<file path="src/rtl/uart_pkg.sv">
// Shared definitions for the UART transmit arbiter: FSM encoding and default sizing.
package uart_pkg;

   localparam int NREQ_DEF    = 4;
   localparam int CMD_TMO_DEF = 7;

   typedef enum logic [1:0] {
      ST_IDLE   = 2'd0,
      ST_LAUNCH = 2'd1,
      ST_BUSY   = 2'd2,
      ST_DONE   = 2'd3
   } tx_state_e;

endpackage

</file>
<file path="src/rtl/rr_picker.sv">
// Combinational round-robin picker: first eligible index above last_grant, wrapping.
module rr_picker #(
   parameter int NREQ = 4
) (
   input  logic [NREQ-1:0] eligible,
   input  logic [2:0]      last_grant,
   output logic [2:0]      grant,
   output logic            found
);

   logic [7:0] elig_ext;
   logic [2:0] idx;

   assign elig_ext = 8'(eligible);

   // Walk the distances from farthest to nearest so the nearest eligible index wins.
   always_comb begin
      grant = '0;
      found = 1'b0;
      idx   = '0;
      for (int k = NREQ; k >= 1; k--) begin
         idx = 3'((int'(last_grant) + k) % NREQ);
         if (elig_ext[idx]) begin
            grant = idx;
            found = 1'b1;
         end
      end
   end

endmodule

</file>
<file path="src/rtl/uart_tx_arbiter.sv">
// Round-robin arbiter feeding bytes from NREQ requesters into a single UART transmitter.
module uart_tx_arbiter
   import uart_pkg::*;
#(
   parameter int NREQ    = NREQ_DEF,
   parameter int CMD_TMO = CMD_TMO_DEF
) (
   input  logic              bclk,
   input  logic              reset,
   input  logic [NREQ-1:0]   req_valid,
   input  logic [8*NREQ-1:0] req_data,
   input  logic [NREQ-1:0]   req_mask,
   output logic [NREQ-1:0]   req_ack,
   input  logic              tx_ready,
   output logic [7:0]        tx_din,
   output logic              tx_cmd,
   output logic              tx_done,
   output logic [2:0]        done_id,
   output logic              busy,
   output logic              tmo_err,
   output logic [15:0]       frame_cnt
);

   tx_state_e       state_q, state_d;
   logic [7:0]      tx_din_q, tx_din_d;
   logic [NREQ-1:0] req_ack_q, req_ack_d;
   logic [2:0]      last_grant_q, last_grant_d;
   logic [2:0]      done_id_q, done_id_d;
   logic            tmo_err_q, tmo_err_d;
   logic [15:0]     frame_cnt_q, frame_cnt_d;
   logic [7:0]      tmo_cnt_q, tmo_cnt_d;

   logic [2:0]      pick_grant;
   logic            pick_found;

   rr_picker #(
      .NREQ (NREQ)
   ) u_picker (
      .eligible   (req_valid & req_mask),
      .last_grant (last_grant_q),
      .grant      (pick_grant),
      .found      (pick_found)
   );

   always_comb begin
      state_d      = state_q;
      tx_din_d     = tx_din_q;
      req_ack_d    = '0;
      last_grant_d = last_grant_q;
      done_id_d    = done_id_q;
      tmo_err_d    = tmo_err_q;
      frame_cnt_d  = frame_cnt_q;
      tmo_cnt_d    = tmo_cnt_q;
      case (state_q)
         ST_IDLE: begin
            if (tx_ready && pick_found) begin
               state_d      = ST_LAUNCH;
               last_grant_d = pick_grant;
               tmo_cnt_d    = '0;
               for (int i = 0; i < NREQ; i++) begin
                  if (3'(i) == pick_grant) begin
                     tx_din_d     = req_data[8*i +: 8];
                     req_ack_d[i] = 1'b1;
                  end
               end
            end
         end
         ST_LAUNCH: begin
            // Give up once the transmitter has ignored tx_cmd for CMD_TMO cycles.
            if (!tx_ready) begin
               state_d = ST_BUSY;
            end else if (tmo_cnt_q == 8'(CMD_TMO - 1)) begin
               state_d   = ST_IDLE;
               tmo_err_d = 1'b1;
            end else begin
               tmo_cnt_d = tmo_cnt_q + 8'd1;
            end
         end
         ST_BUSY: begin
            if (tx_ready) begin
               state_d     = ST_DONE;
               done_id_d   = last_grant_q;
               frame_cnt_d = frame_cnt_q + 16'd1;
            end
         end
         ST_DONE: begin
            state_d = ST_IDLE;
         end
         default: begin
            state_d = ST_IDLE;
         end
      endcase
   end

   always_ff @(posedge bclk or posedge reset) begin
      if (reset) begin
         state_q      <= ST_IDLE;
         tx_din_q     <= '0;
         req_ack_q    <= '0;
         last_grant_q <= 3'(NREQ - 1);
         done_id_q    <= '0;
         tmo_err_q    <= 1'b0;
         frame_cnt_q  <= '0;
         tmo_cnt_q    <= '0;
      end else begin
         state_q      <= state_d;
         tx_din_q     <= tx_din_d;
         req_ack_q    <= req_ack_d;
         last_grant_q <= last_grant_d;
         done_id_q    <= done_id_d;
         tmo_err_q    <= tmo_err_d;
         frame_cnt_q  <= frame_cnt_d;
         tmo_cnt_q    <= tmo_cnt_d;
      end
   end

   assign tx_din    = tx_din_q;
   assign req_ack   = req_ack_q;
   assign done_id   = done_id_q;
   assign tmo_err   = tmo_err_q;
   assign frame_cnt = frame_cnt_q;
   assign tx_cmd    = (state_q == ST_LAUNCH);
   assign tx_done   = (state_q == ST_DONE);
   assign busy      = (state_q != ST_IDLE);

endmodule
</file>
<file path="config.mk">
export PLATFORM = sky130hd
export DESIGN_NAME = uart_tx_arbiter
export DESIGN_NICKNAME = d
export VERILOG_FILES = /design/src/rtl/uart_pkg.sv /design/src/rtl/rr_picker.sv /design/src/rtl/uart_tx_arbiter.sv
export SDC_FILE = /design/constraint.sdc
export NUM_CORES = 1
export LEC_CHECK = 0
export ABC_AREA = 1
export ABC_CLOCK_PERIOD_IN_PS = 2300
export BUFFER_PORTS_ARGS = -buffer_cell sky130_fd_sc_hd__buf_2
export CAP_MARGIN = 40
export CORE_MARGIN = 2
export CORE_UTILIZATION = 30
export CTS_CLUSTER_SIZE = 12
export DETAILED_ROUTE_END_ITERATION = 10
export PLACE_DENSITY_LB_ADDON = 0.25
export SLEW_MARGIN = 5
export SYNTH_ARGS = -nofsm -noshare
export SYNTH_HDL_FRONTEND = slang
export SYNTH_SLANG_ARGS = --single-unit
</file>
<file path="constraint.sdc">
create_clock -name bclk -period 2.3 [get_ports bclk]
set_input_delay 0.345 -clock bclk [delete_from_list [all_inputs] [get_ports bclk]]
set_output_delay 0.345 -clock bclk [all_outputs]
set_load 0.1 [all_outputs]
</file>
==> results of run 1 <==
-- cells in the final DEF (no fill, tap or decap), drive strengths merged, types with 7 or more instances in the layout --
| cell | netlist | layout |
|---|---|---|
| a21oi | 7 | 7 |
| buf | 5 | 79 |
| dfrtp | 41 | 41 |
| inv | 60 | 59 |
| nand2 | 107 | 107 |
| nand3 | 31 | 31 |
| nor2 | 23 | 23 |
| o21ai | 28 | 28 |
| xnor2 | 9 | 9 |
-- worst min-delay path: cells and delay by family --
| kind | cells | cell delay (ns) |
|---|---|---|
| buffers and inverters | 3 | 0.59 |
-- flip-flops by register name, summed over array words and instances (netlist names), named ones only --
| signal | flops |
|---|---|
| done_id | 2 |
| frame_cnt | 16 |
| last_grant_q | 2 |
| req_ack | 4 |
| state_q | 1 |
| tmo_cnt_q | 8 |
| tmo_err | 1 |
| tx_din | 8 |
-- cells by family (layout without fill, tap and decap cells) --
logic type / after synthesis / after routing
other: 1 / 1
AOI/OAI and AO/OA: 38 / 38
and+or+nand+nor: 172 / 172
xor gates and xnor gates: 15 / 15
buffers and inverters: 67 / 147
adders and majority gates: 3 / 3
DFF: 43 / 43
-- power groups by stage --
stage / clock network [mW] / logic [mW] / registers, mW
after floorplan: 0 / 1.72 / 2.14
after global placement: 0 / 3.15 / 1.16
after detailed placement: 0 / 3.19 / 1.16
after CTS: 0.642 / 3.19 / 1.15
after global routing: 0.663 / 3.49 / 1.18
final: 0.616 / 3.21 / 1.15
-- synthesized netlist by cell type, types with 2 or more instances --
cell type	count
o21ai_1	2
nand2_1	87
nand3_2	3
nor3_1	3
a21oi_1	5
buf_2	2
inv_2	2
inv_1	56
nand3_1	26
nand2_4	3
nor2_1	18
dfrtp_1	41
nand2_2	16
ha_1	3
dfstp_2	2
o21ai_0	25
xor2_1	6
nor2_2	5
nand3_4	2
a21oi_4	2
xnor2_1	9
nand4_1	5
-- final timing paths --
| kind | startpoint | endpoint | slack [ns] |
|---|---|---|---|
| worst max-delay path | last_grant_q[0] | tx_din[0] | 0.20 |
| worst min-delay path | reset | frame_cnt[10] | 0.17 |
| worst max register to register | last_grant_q[0] | tx_din[0] | 0.20 |
| worst min register to register | frame_cnt[15] | frame_cnt[15] | 0.47 |
| max in group asynchronous | reset | frame_cnt[0] | 1.73 |
| min in group bclk | req_data[28] | tx_din[4] | 0.36 |
-- per-stage QoR --
step | power (mW) | setup slack, ns | cell area, sq um | utilization [%] | cells
after floorplan | 3.86 | 0.0128 | 2640 | - | 339
after global placement | 4.31 | 0.200 | 3120 | 36.3 | 519
after global routing | 5.34 | 0.0148 | 3250 | 37.8 | 527
after detailed placement | 4.35 | 0.0968 | 3120 | 36.3 | 519
after CTS | 4.99 | 0.0898 | 3240 | 37.7 | 527
final | 4.97 | 0.203 | 3250 | 37.8 | 527
-- layer usage --
metal / up-vias / track usage (%) / wire length [microns]
met5: - / 0 / 0
met4: 0 / 4.27 / 87
met3: 9 / 3.88 / 409
met2: 72 / 21.5 / 2660
met1: 1025 / 17.4 / 2780
li1: 1203 / - / -
-- layout make-up --
class	count	area (sq um)	share of cell area [%]
multi-input combinational	229	1270	39.3
inverter	60	235	7.24
sequential	43	1080	33.3
timing repair buffer	79	403	12.4
tap	108	135	4.16
clock buffer	6	82.6	2.54
clock inverter	2	35.0	1.08
-- repair_timing --
action / CTS / global route
setup endpoints to repair: 0 / 8
gates resized for setup: 0 / 5
hold buffers: 0 / 0
==> metrics, run 1 <==
overall routing resource usage 13.4%; Worst Skew 0.00744 ns; CTS root buffer clkbuf_8; remaining global-route overflow 0; die height 97.6 microns; clock group share of total power 12.4%; Post-synth EDFFs 0; initial cell density of the core 30.6%; Final GP Congestion 0.833; Hold Path Class in -> async; Switching Power 2.93 mW; post-DP HPWL 4570 microns; # rows 34; pin count of the biggest net entering global routing 44; Max FO, Critical Path 21; Post-Syn Instances 339; Post-synth ARST share 100%; Starting DRT DRC Count 89; Clock Path Buffers 2; Max-cap violations 0; switching share of power 59.0%; CP cell instances nand3_2 -> nand2_2 -> nand2_1 -> nand2_1 -> nand2_2 -> nand2_1 -> nand2_2 -> nand2_8 -> nand2_2 -> o21ai_0 -> inv_1 -> nand2_1 -> nand2_1; post-synthesis adder-cell area fraction 1.43%; Post-CTS Setup Bufs 0; cell depth of the worst setup path 13; Avg Cell Area, Syn 7.75 sq um; WL/cell 11.3 microns; Seq pwr share 23.1%; top-area cell type share of the netlist area 39.0%; hold_ws 0.168 ns; critical setup path kind reg -> reg; RSZ-0062 raised after global routing false; Final Max Tran Viols 0; largest area contributor in the netlist dfrtp_1; slew margin rel. 63.4%; clock sink count 43; Post-Syn Area 0.00263 sq mm; post-synth cell types 38; CP Data Arrival Time 2.29 ns; number of port buffers 76; worst-skew pair later-pin latency 0.30 ns; CP Capture Type flop; Worst setup SP type flop; maximum clock frequency 477 MHz; Vias per Instance 4.38; setup_tns 0 ns; delay-heaviest family, CP simple AND/OR/NAND/NOR gates; Crit path top cell by count nand2_1; drt first pass iters 4; DR DRC count 0; max incr delay on CP 0.67 ns; pwr dens 1530 mW/mm^2; Leak 1.83 nW; cell internal pwr 2.04 mW; Fin. Hold Viols 0; Synth Area in XOR/XNOR 5.00%; Ys Warns 0; Routed Antenna Nets 0; post-synthesis mux area share 0%; Vias 2309; synth top area cells dfrtp_1 (39%), nand2_1 (12%), inv_1 (8.0%), nand3_1 (5.0%), o21ai_0 (4.8%); Synth Register Bits 43; Compound-Gate Fraction of Synth Area 8.57%; Post-synth top flop dfrtp_1; Post-layout nets 464; critical path's slowest cell dfstp_2; Setup-failing EPs final 0; total CTS buffers 5; Tcrit/Tclk final 91.2%; die width 97.6 microns; routed wire length 5940 microns; share of cells above drive strength 1 32.0%; TritonCTS clock tree yes; CP Buf/Inv Count 1; Filler cells 921; Syn Nets 385; Ant. Diodes 0; CTS H-tree depth 2; antenna violations before repair 0; fin crit period 2.10 ns; first-pass GRT wire length 10600 microns; DIE AREA 0.00952 sq mm; P&R area growth vs syn 23.6%; number of global-route vias before repair 2382; Critical Path RT 2.49 ns; core footprint 0.00859 sq mm; register clock-pin slew on the reported worst setup and hold paths 0.08 ns; register area share after synthesis 41.0%; Reg2Reg Depth 13; combinational power share 64.6%; status completed; # IOs 78; VDD IR-drop max 0.975 mV; Synth Area in Simple Gates 32.7%; Slew @ Worst Pin 0.549 ns; largest family of logic cells by synthesized area simple AND/OR/NAND/NOR gates
Note: power is estimated with default switching activity, not from simulation.
==> inputs of run 2 (changes only) <==
CTS_BUF_LIST = sky130_fd_sc_hd__clkbuf_16   (was not set)
SLEW_MARGIN = 10   (was 5)
==> run 2 against run 1 <==
Net effect:
- clock skew shrank 0.0023 ns
- worst hold slack gained 0.017 ns
- setup slack gained 0.0075 ns
- design area grew 1.4%
- sequential cell count is the same
- count of clock-buffer cells in the layout shrank 1
- fmax grew 0.36%
- combinational power is essentially flat
- clock power grew 28%
- die area is the same
- sequential share of layout area shrank 0.47 points
- register-to-register slack is essentially flat
- highest routed layer unchanged
==> metrics, run 2 (synthesis results as in run 1) <==
pwr dens 1560 mW/mm^2; CP cell instances nand3_2 -> nand2_2 -> nand2_1 -> nand2_1 -> nand2_2 -> nand2_1 -> nand2_2 -> nand2_8 -> nand2_2 -> o21ai_0 -> inv_1 -> nand2_1 -> nand2_1; critical setup path kind reg -> reg; CP Data Arrival Time 2.27 ns; Hold Path Class in -> async; remaining global-route overflow 0; number of port buffers 76; status completed; # IOs 78; Vias 2336; Crit path top cell by count nand2_1; Ant. Diodes 0; CP Capture Type flop; DIE AREA 0.00952 sq mm; setup_tns 0 ns; slew margin rel. 62.9%; Reg area 0.00108 sq mm; TritonCTS clock tree yes; die height 97.6 microns; Post-layout nets 464; first-pass GRT wire length 10600 microns; switching share of power 57.4%; overall routing resource usage 13.4%; worst-skew pair later-pin latency 0.28 ns; Worst Skew 0.00514 ns; CTS root buffer clkbuf_16; CTS H-tree depth 2; clock group share of total power 15.4%; critical path's slowest cell dfstp_2; Max FO, Critical Path 21; CTS Hold Bufs 0; die width 97.6 microns; clock sink count 43; total CTS buffers 5; Fin. Hold Viols 0; area taken by multi-input logic gates 0.00127 sq mm; most frequent cells in the layout nand2_1 (86), buf_2 (76), inv_1 (55); Final GP Congestion 0.833; Seq pwr share 22.3%; routed wire length 5970 microns; combinational power share 62.3%; WL/cell 11.3 microns; Max-cap violations 0; share of cells above drive strength 1 31.7%; initial cell density of the core 30.6%; Largest register FFs 16; Routed Antenna Nets 0; Filler cells 913; DR DRC count 0; max incr delay on CP 0.67 ns; post-DP HPWL 4570 microns; register clock-pin slew on the reported worst setup and hold paths 0.06 ns; core footprint 0.00859 sq mm; number of global-route vias before repair 2374; drt first pass iters 4; Starting DRT DRC Count 106; VDD IR-drop max 0.933 mV; fin crit period 2.09 ns; Worst setup SP type flop; RSZ-0062 raised after global routing false; cell internal pwr 2.20 mW; leading cell type in the layout, fill and taps excluded nand2_1; Final Max Tran Viols 0; P&R area growth vs syn 25.4%; Vias per Instance 4.43; hold_ws 0.185 ns; Clock Path Buffers 2; Critical Path RT 2.48 ns; pin count of the biggest net entering global routing 44; Setup-failing EPs final 0; Tcrit/Tclk final 90.8%; maximum clock frequency 479 MHz; antenna violations before repair 0; Switching Power 2.95 mW; Slew @ Worst Pin 0.557 ns; # rows 34; Leak 1.85 nW
run 2: stage by stage:
| stage | instances | power [mW] | instance area, sq um | setup WS, ns | utilization, % |
|---|---|---|---|---|---|
| 3_5_place_dp | 519 | 4.35 | 3120 | 0.0968 | 36.3 |
| 2_1_floorplan | 339 | 3.86 | 2640 | 0.0128 | - |
| 5_1_grt | 527 | 5.52 | 3290 | 0.0249 | 38.3 |
| 4_1_cts | 527 | 5.16 | 3280 | 0.0893 | 38.2 |
| 3_3_place_gp | 519 | 4.31 | 3120 | 0.200 | 36.3 |
| 6_report | 527 | 5.15 | 3290 | 0.211 | 38.3 |
run 2: what timing repair did:
action	in CTS	in global routing
endpoints found under the hold margin	0	0
endpoints found under the setup margin	0	8
buffers inserted	0	0
resized for setup	0	5
run 2: cell type report:
| class | instances | share of cell area (%) |
|---|---|---|
| multi-input combinational | 229 | 38.7 |
| sequential | 43 | 32.9 |
| timing repair buffer | 79 | 12.2 |
| inverter | 60 | 7.14 |
| tap | 108 | 4.10 |
| clock buffer | 5 | 3.80 |
| clock inverter | 3 | 1.18 |
run 2: critical path, delay by kind of cell, from the launching register on:
| family | cells | cell delay (ns) |
|---|---|---|
| AO/OA/AOI/OAI | 1 | 0.18 |
| flip-flops | 1 | 0.67 |
| buffers and inverters | 1 | 0.05 |
| AND/OR/NAND/NOR | 11 | 1.07 |
run 2: routing by layer:
metal	part of all wire (%)	global-route usage, %	wire [microns]
met5	0	0	0
met4	1.1	3.63	63
met3	7.1	3.88	426
met2	45	21.8	2690
met1	47	17.4	2790
run 2: worst paths after layout:
path / to / slack, ns / startpoint / cells past startpoint
worst max register to register: tx_din[0] / 0.21 / last_grant_q[0] / 13
worst min register to register: frame_cnt[15] / 0.47 / frame_cnt[15] / 1
max in group asynchronous: frame_cnt[1] / 1.70 / reset / 3
worst min-delay path: frame_cnt[10] / 0.19 / reset / 3
min in group bclk: tx_din[4] / 0.37 / req_data[28] / 5
worst max-delay path: tx_din[0] / 0.21 / last_grant_q[0] / 13
run 2: power groups by stage:
| stage | clock [mW] | sequential, mW | combinational, mW |
|---|---|---|---|
| after floorplan | 0 | 2.14 | 1.72 |
| after global placement | 0 | 1.16 | 3.15 |
| after detailed placement | 0 | 1.16 | 3.19 |
| after CTS | 0.815 | 1.15 | 3.20 |
| after global routing | 0.843 | 1.18 | 3.49 |
| final | 0.791 | 1.15 | 3.21 |
==> inputs of run 3 (changes only) <==
ABC_AREA = not set   (was 1)
==> run 3 against run 2 <==
Net effect:
- setup slack better by 0.079 ns
- design area is 11% lower
- die area is 14% lower
- sequential share of layout area is 4.0 points higher
- global-route usage is 0.39 points higher
- final cell count is 25% lower
- critical path depth is 8 lower
- total power is 23% lower
- worst hold slack better by 0.0045 ns
- clock power is 2% higher
- synthesized cell count is 37% lower
- highest routed layer unchanged
==> metrics, run 3 <==
register clock-pin slew on the reported worst setup and hold paths 0.06 ns; Final GP Congestion 0.838; Largest register FFs 16; status completed; Starting DRT DRC Count 71; DP Area 0.00275 sq mm; Ant. Diodes 0; Ys Warns 0; most frequent cells in the layout buf_2 (76), dfrtp_1 (41), nor2_1 (25); Worst Skew 0.00350 ns; Critical Path RT 2.45 ns; Post-layout nets 341; worst-skew pair later-pin latency 0.28 ns; Vias per Instance 4.79; cell with the most instances after synthesis dfrtp_1; slew margin rel. 60.0%; Fin. Hold Viols 0; CTS root buffer clkbuf_16; CTS H-tree depth 2; Post-synth top flop dfrtp_1; overall routing resource usage 13.8%; Vias 1894; fin crit period 2.01 ns; total CTS buffers 5; TritonCTS clock tree yes; Switching Power 2.10 mW; pin count of the biggest net entering global routing 44; pwr dens 1360 mW/mm^2; Max FO, Critical Path 11; fin area 0.00292 sq mm; number of global-route vias before repair 1889; first-pass GRT wire length 9200 microns; post-synth cell types 45; routed wire length 5500 microns; Post-Syn Area 0.00226 sq mm; number of gates resized after cts 0; number of port buffers 76; Reg2Reg Depth 5; setup_tns 0 ns; VDD IR-drop max 0.608 mV; combinational power share 51.1%; Worst R2R End tx_din[6]; Clock Path Buffers 2; Seq pwr share 28.5%; Hold Path Class in -> async; setup slack, reg-to-reg 0.29 ns; core footprint 0.00725 sq mm; # rows 31; clock group share of total power 20.3%; DR DRC count 0; Slew @ Worst Pin 0.599 ns; remaining global-route overflow 0; Routed Antenna Nets 0; Tcrit/Tclk final 87.4%; die height 90.7 microns; Worst setup SP type flop; hold_ws 0.190 ns; synth top area cells dfrtp_1 (45%), xnor2_1 (5.0%), a2111oi_2 (4.7%), nor2_1 (4.2%), mux2i_1 (3.5%); largest area contributor in the netlist dfrtp_1; register area share after synthesis 47.8%; share of cells above drive strength 1 35.8%; Post-synth ARST share 100%; Avg Cell Area, Syn 10.5 sq um; # IOs 78; Synth Register Bits 43; critical setup path kind reg -> reg; RSZ-0062 raised after global routing false; leading cell type in the layout, fill and taps excluded buf_2; Post-Syn Instances 215; Leak 1.42 nW; placed insts 387; Cell Count, Final, Fillers Out 395; Setup-failing EPs final 0; Post-CTS Setup Bufs 0; top-area cell type share of the netlist area 45.5%; cell internal pwr 1.88 mW; P&R area growth vs syn 29.5%; post-DP HPWL 4060 microns; Worst R2R Start last_grant_q[0]; Syn Nets 261; antenna violations before repair 0; Max-cap violations 0; die width 90.7 microns; WL/cell 13.9 microns; switching share of power 52.7%; CP Capture Type flop; Post-synth EDFFs 0; maximum clock frequency 497 MHz; CP Data Arrival Time 2.16 ns; DIE AREA 0.00823 sq mm; Post-synth top cells dfrtp_1 (41), nor2_1 (25), nand2_1 (20); initial cell density of the core 31.1%; CTS Hold Bufs 0; clock sink count 43; drt first pass iters 4; Final Max Tran Viols 0
## run 3: area by class of cell
class,count,area [sq um]
multi-input combinational,158,1110
inverter,6,22.5
sequential,43,1080
clock inverter,3,43.8
timing repair buffer,81,422
tap,99,124
clock buffer,5,125
fill,719,4330
## run 3: stage by stage
stage / utilization, % / worst slack, ns / total power [mW]
2_1_floorplan: - / 0.0125 / 2.82
3_3_place_gp: 37.8 / 0.290 / 3.17
3_5_place_dp: 38.0 / 0.206 / 3.20
4_1_cts: 40.3 / 0.281 / 4.02
5_1_grt: 40.3 / 0.175 / 4.17
6_report: 40.3 / 0.290 / 3.98
## run 3: metal layers
metal	part of all wire, %	vias up	GRT usage [%]
met5	0	-	0
met1	46	896	17.9
met3	6.9	7	4.17
li1	-	925	-
met2	46	66	22.0
met4	1.4	0	4.23
## run 3: cell families (layout without fill, tap and decap cells)
kind of cell               count (synthesis)  count (layout)  share of synthesized area, %
AOI/OAI and AO/OA                         39              39                          15.3
xor gates and xnor gates                  21              21                          8.15
adders and majority gates                  3               3                          1.66
buffers and inverters                     14              95                          3.44
DFF                                       43              43                          47.8
muxes                                      8               8                          3.55
other                                      1               1                         0.166
and+or+nand+nor                           86              86                          20.0
## run 3: power by group through the flow
| stage | sequential (mW) | combinational [mW] | clock, mW |
|---|---|---|---|
| detailed placement | 1.15 | 2.05 | 0 |
| CTS | 1.13 | 2.05 | 0.833 |
| finish | 1.13 | 2.03 | 0.809 |
| floorplan | 2.06 | 0.762 | 0 |
| global route | 1.17 | 2.15 | 0.860 |
| global placement | 1.15 | 2.02 | 0 |
## run 3: worst max-delay path, cell delays in order (launching register included)
cell and delay [ns]:
dfstp_2 0.54, inv_1 0.07, o31a_1 0.46, and2_4 0.30, a2111oi_0 0.41, a311oi_1 0.09
## run 3: worst max-delay path by stage
stage	to	from	cells past startpoint
2_1_floorplan	tmo_err	flop	3
3_3_place_gp	tx_din[3]	req_valid[2]	6
3_5_place_dp	tx_din[6]	req_valid[2]	6
4_1_cts	tx_din[6]	last_grant_q[0]	5
5_1_grt	frame_cnt[15]	flop	5
6_report	tx_din[6]	last_grant_q[0]	5
